===== src/rtl/mux_scan_ctrl_pkg.sv =====
// Shared definitions for the mux scan controller: word/select widths,
// FSM state encoding and scan-endpoint helpers.
package mux_scan_ctrl_pkg;

   localparam int unsigned WORD_W = 8;
   localparam int unsigned SEL_W  = 3;

   typedef enum logic [1:0] {
      IDLE = 2'd0,
      LOAD = 2'd1,
      SCAN = 2'd2
   } state_t;

   // First select value of a scan for the given direction.
   function automatic logic [SEL_W-1:0] sel_first(input bit descend);
      return descend ? SEL_W'(WORD_W - 1) : SEL_W'(0);
   endfunction

   // Final select value of a scan; the counter stops here instead of wrapping.
   function automatic logic [SEL_W-1:0] sel_final(input bit descend);
      return descend ? SEL_W'(0) : SEL_W'(WORD_W - 1);
   endfunction

endpackage


===== src/rtl/mux_scan_ctrl_mux8to1.sv =====
// 8-to-1 multiplexer with enable; output forced low when disabled.
module mux8to1
   import mux_scan_ctrl_pkg::*;
(
   input  logic [SEL_W-1:0] W,
   input  logic             I [0:WORD_W-1],
   input  logic             En,
   output logic             f
);

   always_comb begin
      f = 1'b0;
      if (En) begin
         f = I[W];
      end
   end

endmodule


===== src/rtl/mux_scan_ctrl.sv =====
// Serializes a captured 8-bit word through an 8-to-1 mux, one bit per cycle,
// in ascending or descending select order.
module mux_scan_ctrl
   import mux_scan_ctrl_pkg::*;
#(
   parameter bit DESCEND = 1'b0
) (
   input  logic              clk,
   input  logic              rst_n,
   input  logic              start,
   input  logic              abort,
   input  logic [WORD_W-1:0] data_in,
   output logic [SEL_W-1:0]  sel,
   output logic              en,
   output logic              sout,
   output logic              valid,
   output logic              last,
   output logic              busy,
   output logic              done
);

   localparam logic [SEL_W-1:0] SEL_FIRST = sel_first(DESCEND);
   localparam logic [SEL_W-1:0] SEL_FINAL = sel_final(DESCEND);

   state_t             state,     state_nxt;
   logic [SEL_W-1:0]   cnt,       cnt_nxt;
   logic [WORD_W-1:0]  held,      held_nxt;
   logic [SEL_W-1:0]   sel_nxt;
   logic               en_nxt;
   logic               valid_nxt;
   logic               last_nxt;
   logic               busy_nxt;
   logic               done_nxt;
   logic               mux_in [0:WORD_W-1];

   // State, counter, holding register and registered outputs.
   always_ff @(posedge clk or negedge rst_n) begin
      if (!rst_n) begin
         state <= IDLE;
         cnt   <= '0;
         held  <= '0;
         sel   <= '0;
         en    <= 1'b0;
         valid <= 1'b0;
         last  <= 1'b0;
         busy  <= 1'b0;
         done  <= 1'b0;
      end else begin
         state <= state_nxt;
         cnt   <= cnt_nxt;
         held  <= held_nxt;
         sel   <= sel_nxt;
         en    <= en_nxt;
         valid <= valid_nxt;
         last  <= last_nxt;
         busy  <= busy_nxt;
         done  <= done_nxt;
      end
   end

   // Next-state and next-output logic.
   always_comb begin
      state_nxt = state;
      cnt_nxt   = cnt;
      held_nxt  = held;
      done_nxt  = 1'b0;

      unique case (state)
         IDLE: begin
            if (start) begin
               held_nxt  = data_in;
               state_nxt = LOAD;
            end
         end
         LOAD: begin
            if (abort) begin
               state_nxt = IDLE;
            end else begin
               cnt_nxt   = SEL_FIRST;
               state_nxt = SCAN;
            end
         end
         SCAN: begin
            if (abort) begin
               state_nxt = IDLE;
            end else if (cnt == SEL_FINAL) begin
               state_nxt = IDLE;
               done_nxt  = 1'b1;
            end else begin
               cnt_nxt = DESCEND ? cnt - SEL_W'(1) : cnt + SEL_W'(1);
            end
         end
         default: begin
            state_nxt = IDLE;
         end
      endcase

      // Outputs describe the state being entered, so they line up with it.
      en_nxt    = (state_nxt == SCAN);
      valid_nxt = en_nxt;
      busy_nxt  = (state_nxt != IDLE);
      last_nxt  = en_nxt && (cnt_nxt == SEL_FINAL);
      sel_nxt   = en_nxt ? cnt_nxt : sel;
   end

   // Mux input k carries bit k of the captured word.
   always_comb begin
      for (int k = 0; k < WORD_W; k++) begin
         mux_in[k] = held[k];
      end
   end

   mux8to1 u_mux (
      .W  (sel),
      .I  (mux_in),
      .En (en),
      .f  (sout)
   );

endmodule


===== config.mk =====
export PLATFORM = sky130hd
export DESIGN_NAME = mux_scan_ctrl
export DESIGN_NICKNAME = d
export VERILOG_FILES = /design/src/rtl/mux_scan_ctrl_pkg.sv /design/src/rtl/mux_scan_ctrl_mux8to1.sv /design/src/rtl/mux_scan_ctrl.sv
export SDC_FILE = /design/constraint.sdc
export NUM_CORES = 1
export LEC_CHECK = 0
export ABC_AREA = 1
export CORE_AREA = 10 10 55 66
export DETAILED_ROUTE_END_ITERATION = 6
export DIE_AREA = 0 0 65 76
export HOLD_SLACK_MARGIN = 0.05
export PLACE_DENSITY = 0.69
export SETUP_SLACK_MARGIN = 0.3
export SLEW_MARGIN = 10
export SYNTH_ARGS = -nofsm -noshare
export SYNTH_HDL_FRONTEND = slang
export SYNTH_SLANG_ARGS = --single-unit

===== constraint.sdc =====
create_clock -name clk -period 1.4 [get_ports clk]
set_input_delay 0.28 -clock clk [delete_from_list [all_inputs] [get_ports clk]]
set_output_delay 0.28 -clock clk [all_outputs]
set_load 0.02 [all_outputs]

## After elaboration in Yosys (flattened, before gate mapping)

Index checks and enable logic that the tools add are counted.

- Bits in registers: 20
- Input port bits: 12
- Output and inout port bits: 9

- $add $sub $neg: 1
- Order comparisons: 1
- Eq/ne operators: 5
- Muxes and demuxes: 16
- Bitwise gates (word level): 1
- Reductions and logical operators: 4

Operators by type and width:

| cell | number |
|---|---|
| $mux 3 | 3 |
| $mux 2 | 4 |
| $eq 3x3->1 const B | 2 |
| $mux 1 | 6 |
| $pmux 2 s3 | 1 |
| $pmux 3 s2 | 1 |
| $eq 2x2->1 const B | 2 |
| $ge 4x4->1 const B | 1 |
| $not 3->4 | 1 |
| $add 3x1->3 const B | 1 |
| $bmux 1 s3 | 1 |
| $eq 2x1->1 const B | 1 |
| $logic_not 2->1 | 1 |
| $reduce_and 2->1 | 1 |
| $reduce_bool 2->1 | 1 |
| $logic_and 1x1->1 | 1 |

## Logic depth before layout (Yosys ltp)

- Depth in word-level cells: 6
- Gate-level depth with buffers: 10
- Depth with buffers taken out: 10

## Modules after synthesis

From an unflattened synthesis, not the netlist that was laid out.

- Cells, all modules: 114
- Area, all modules: 1033.5 sq um

By module, submodules not included:

| module | times used | cells an instance | area an instance (sq um) |
|---|---|---|---|
| mux_scan_ctrl | 1 | 87 | 925.9 |
| mux8to1 | 1 | 27 | 107.6 |

## Worst setup path after synthesis

No wires, ideal clock.

- Kind: register to output
- From: reg sel[0]
- To: out sout
- Data arrival time: 1.142 ns
- Required time: 1.120 ns
- Path slack: -0.022 ns
- Cell stages (with the launch flop): 7
- Cells stage by stage: dfrtp_1 -> nor2_1 -> nor2_1 -> o21ai_0 -> nand3_1 -> nand2_1 -> nor2_1

- Word-level cells in the longest chain between the ends: 5

Ends and longest elaborated chain:

| item | line | RTL |
|---|---|---|
| start, declared | mux_scan_ctrl.sv:13 | `output logic [SEL_W-1:0] sel,` |
| start signal, assigned | mux_scan_ctrl.sv:52 | `sel <= sel_nxt;` |
| $not 3->4 (not written as such) | mux_scan_ctrl_mux8to1.sv:14 | `f = I[W];` |
| $bmux 1 s3 | mux_scan_ctrl_mux8to1.sv:14 |  |
| $mux 1 (not written as such) (2 in a row) | mux_scan_ctrl_mux8to1.sv:14 |  |
| $mux 1 | mux_scan_ctrl_mux8to1.sv:13 | `if (En) begin` |
| end, declared | mux_scan_ctrl.sv:15 | `output logic sout,` |

No other way between the ends. The select of a mux whose other input is x is not followed.

## Worst setup path in the final report

Same ends and word-level chain as after synthesis.

==> flow_metrics.py <==
metrics = {
    "outcome": {
        "status": "complete, but fails checks",
        "violations": "setup timing",
    },
    "yosys": {
        "synth-simple-area-share": 0.297,
        "synth_fa_ha_area_frac": 0.0601,
        "ys_types": 19,
        "syn_avg_cell_area_um2": 9.05,
        "synthesis.nets": 132,
        "synth_cells": 115,
        "ys_seq_elements": 20,
        "synth_compound_area_frac": 0.0361,
        "synthXorXnorAreaFrac": 0,
        "synth_seq_area_share": 0.481,
        "synth_area_mm2": 0.00104,
        "ys_warn_count": 0,
        "synth_top_family_by_area": "simple AND/OR/NAND/NOR gates",
        "muxShareOfSynthArea": 0.0757,
    },
    "routing": {
        "dr.pass1.iters": 4,
        "drc": 0,
        "postRouteWirelength_mm": 3.14,
        "drt-initial-drc-count": 21,
        "vias": 987,
        "wl_per_cell_um": 15.8,
        "ant_nets": 0,
        "routed_via_density": 4.98,
    },
    "place": {
        "place_congestion": 0.862,
        "hpwl_mm": 1.95,
        "place_inst": 176,
        "numPortBuffers": 20,
        "place_ws_ns": -0.435,
    },
    "die": {
        "die_w_um": 65,
        "die_y_um": 76,
        "rows": 20,
        "coreArea_mm2": 0.00243,
        "start_util": 0.429,
        "pin_count": 21,
        "dieArea_mm2": 0.00494,
    },
    "timing": {
        "hold_violations": 0,
        "slew_headroom": 0.773,
        "rsz0062_at_grt": "yes",
        "maxSlewViolCount": 0,
        "setup_viol": 2,
        "skew_ns": 0.00583,
        "post-route-worst-setup-slack_ns": -0.342,
        "period_share": 1.24,
        "layout_min_cycle_time_ns": 1.74,
        "clock.fmax_mhz": 574,
        "worstMarginPinSlew_ns": 0.340,
        "fin_tns_setup_ns": -0.470,
    },
    "clocking": {
        "cts.clk_slew.worst_paths_ns": 0.11,
        "cts_tree": "yes",
        "htree_num_levels": 1,
        "cts.sink_count": 20,
        "root_buffer": "clkbuf_4",
        "clock_latency_ns": 0.30,
        "cts_buffers": 3,
        "clockBufferDepth": 2,
    },
    "grt": {
        "track_usage": 0.112,
        "grt_pass1_vias": 980,
        "grt_max_degree": 21,
        "grt.overflow.total": 0,
        "grt_pass1_wl_mm": 4.47,
        "antenna_found_initial": 0,
    },
    "layout": {
        "areaGrowthSynthToFinish_pct": 77.8,
        "stdcell_count": 198,
        "final_util": 0.762,
        "diodes": 0,
        "nNetsFinal": 183,
        "drive_gt1_frac": 0.642,
    },
    "setup_path": {
        "end_kind": "primary output",
        "required_ns": 1.12,
        "crit_fanout": 8,
        "crit_type": "flop to primary output",
        "startpoint_type": "flop",
        "arrival_ns": 1.46,
    },
    "power_and_ir_drop": {
        "peakVddDrop_mv": 1.46,
        "pwr_density_cell_mw_per_mm2": 1980,
        "leakagePower_nw": 0.853,
    },
    "hold_path": {
        "min_path_type": "input port to asynchronous set/reset pin",
    },
    "flow_run": {
        "maxCapViolCount": 0,
    },
}
logic make-up after synthesis:
| kind of cell | Yosys count |
|---|---|
| DFF | 20 |
| muxes | 7 |
| buffers and inverters | 13 |
| AOI/OAI and AO/OA | 7 |
| and+or+nand+nor | 63 |
| adders and majority gates | 5 |
where the power goes:
part           switching, W  internal, W  leakage [nW]  total, W
combinational       0.00117      0.00117         0.583   0.00234
sequential         0.000195     0.000794         0.249  0.000989
clock              0.000176     0.000159        0.0210  0.000335
placed cells by master (no fill, tap or decap), drive strengths merged:
master	instances
a21oi	1
buf	35
clkbuf	4
clkdlybuf4s50	10
dfrtp	20
dlygate4sd2	1
dlymetal6s2s	1
ha	5
inv	12
mux2	7
nand2	30
nand3	12
nand4	3
nor2	17
nor3	1
o211ai	1
o21ai	5
Yosys cell counts:
| cell | n | area (um2) |
|---|---|---|
| a21oi_1 | 1 | 5.00 |
| buf_4 | 1 | 7.51 |
| dfrtp_1 | 20 | 500 |
| ha_1 | 5 | 62.6 |
| inv_1 | 9 | 33.8 |
| inv_2 | 3 | 11.3 |
| mux2_2 | 7 | 78.8 |
| nand2_1 | 24 | 90.1 |
| nand2_2 | 6 | 37.5 |
| nand3_1 | 10 | 50.1 |
| nand3_2 | 2 | 20.0 |
| nand4_1 | 2 | 12.5 |
| nand4_2 | 1 | 12.5 |
| nor2_1 | 12 | 45.0 |
| nor2_2 | 4 | 25.0 |
| nor2_4 | 1 | 11.3 |
| nor3_1 | 1 | 5.00 |
| o211ai_1 | 1 | 7.51 |
| o21ai_0 | 5 | 25.0 |
what timing repair did:
action,in CTS,in global routing
resized for setup,78,38
pin swaps,20,37
hold buffers,0,0
buffers inserted,7,11
setup endpoints to repair,29,29
path summary, 6_finish.rpt:
path | startpoint | to | slack (ns) | cells after the start
min in group clk | held[5] | held[5] | 0.54 | 1
max in group asynchronous | rst_n | state[0] | 0.87 | 2
worst min-delay path | rst_n | cnt[0] | 0.31 | 2
worst max-delay path | sel[0] | sout | -0.34 | 7
worst min register to register | held[5] | held[5] | 0.54 | 1
worst max register to register | state[0] | sel[1] | 0 | 9
worst max-delay path, cell delays in order, from the launching register on:
cell	delay (ns)
dfrtp_2	0.45
nor2_1	0.07
nor2_1	0.17
o21ai_1	0.10
nand3_1	0.10
nand2_2	0.07
nor2_4	0.08
buf_6	0.12
final cells by class:
| cell class | count | area (um2) |
|---|---|---|
| inverters | 12 | 50.0 |
| well taps | 33 | 41.3 |
| flip-flops and latches | 20 | 505 |
| multi-input cells | 82 | 762 |
| repair buffers | 47 | 455 |
| clock buffers | 4 | 36.3 |
| fillers | 159 | 577 |
flip-flops by register name, indices dropped and copies added, names as in the netlist:
signal  flops
valid       1
sel         3
busy        1
cnt         3
held        8
state       2
last        1
done        1
layer usage:
layer  track usage  vias up  share of wire
met2         0.213       20           0.58
met5             0        -              0
li1              -      471              -
met3        0.0324        6          0.028
met1         0.107      490           0.37
met4        0.0386        0          0.029
per-stage QoR:
stage	area (um2)	hold WS, ns	total power [W]
after floorplan	1120	-0.0156	0.00199
after global placement	1420	0.494	0.00242
after detailed placement	1420	0.495	0.00247
after CTS	1620	0.321	0.00315
after global routing	1850	0.299	0.00390
final	1850	0.307	0.00366
(Power assumes the default switching activity.)
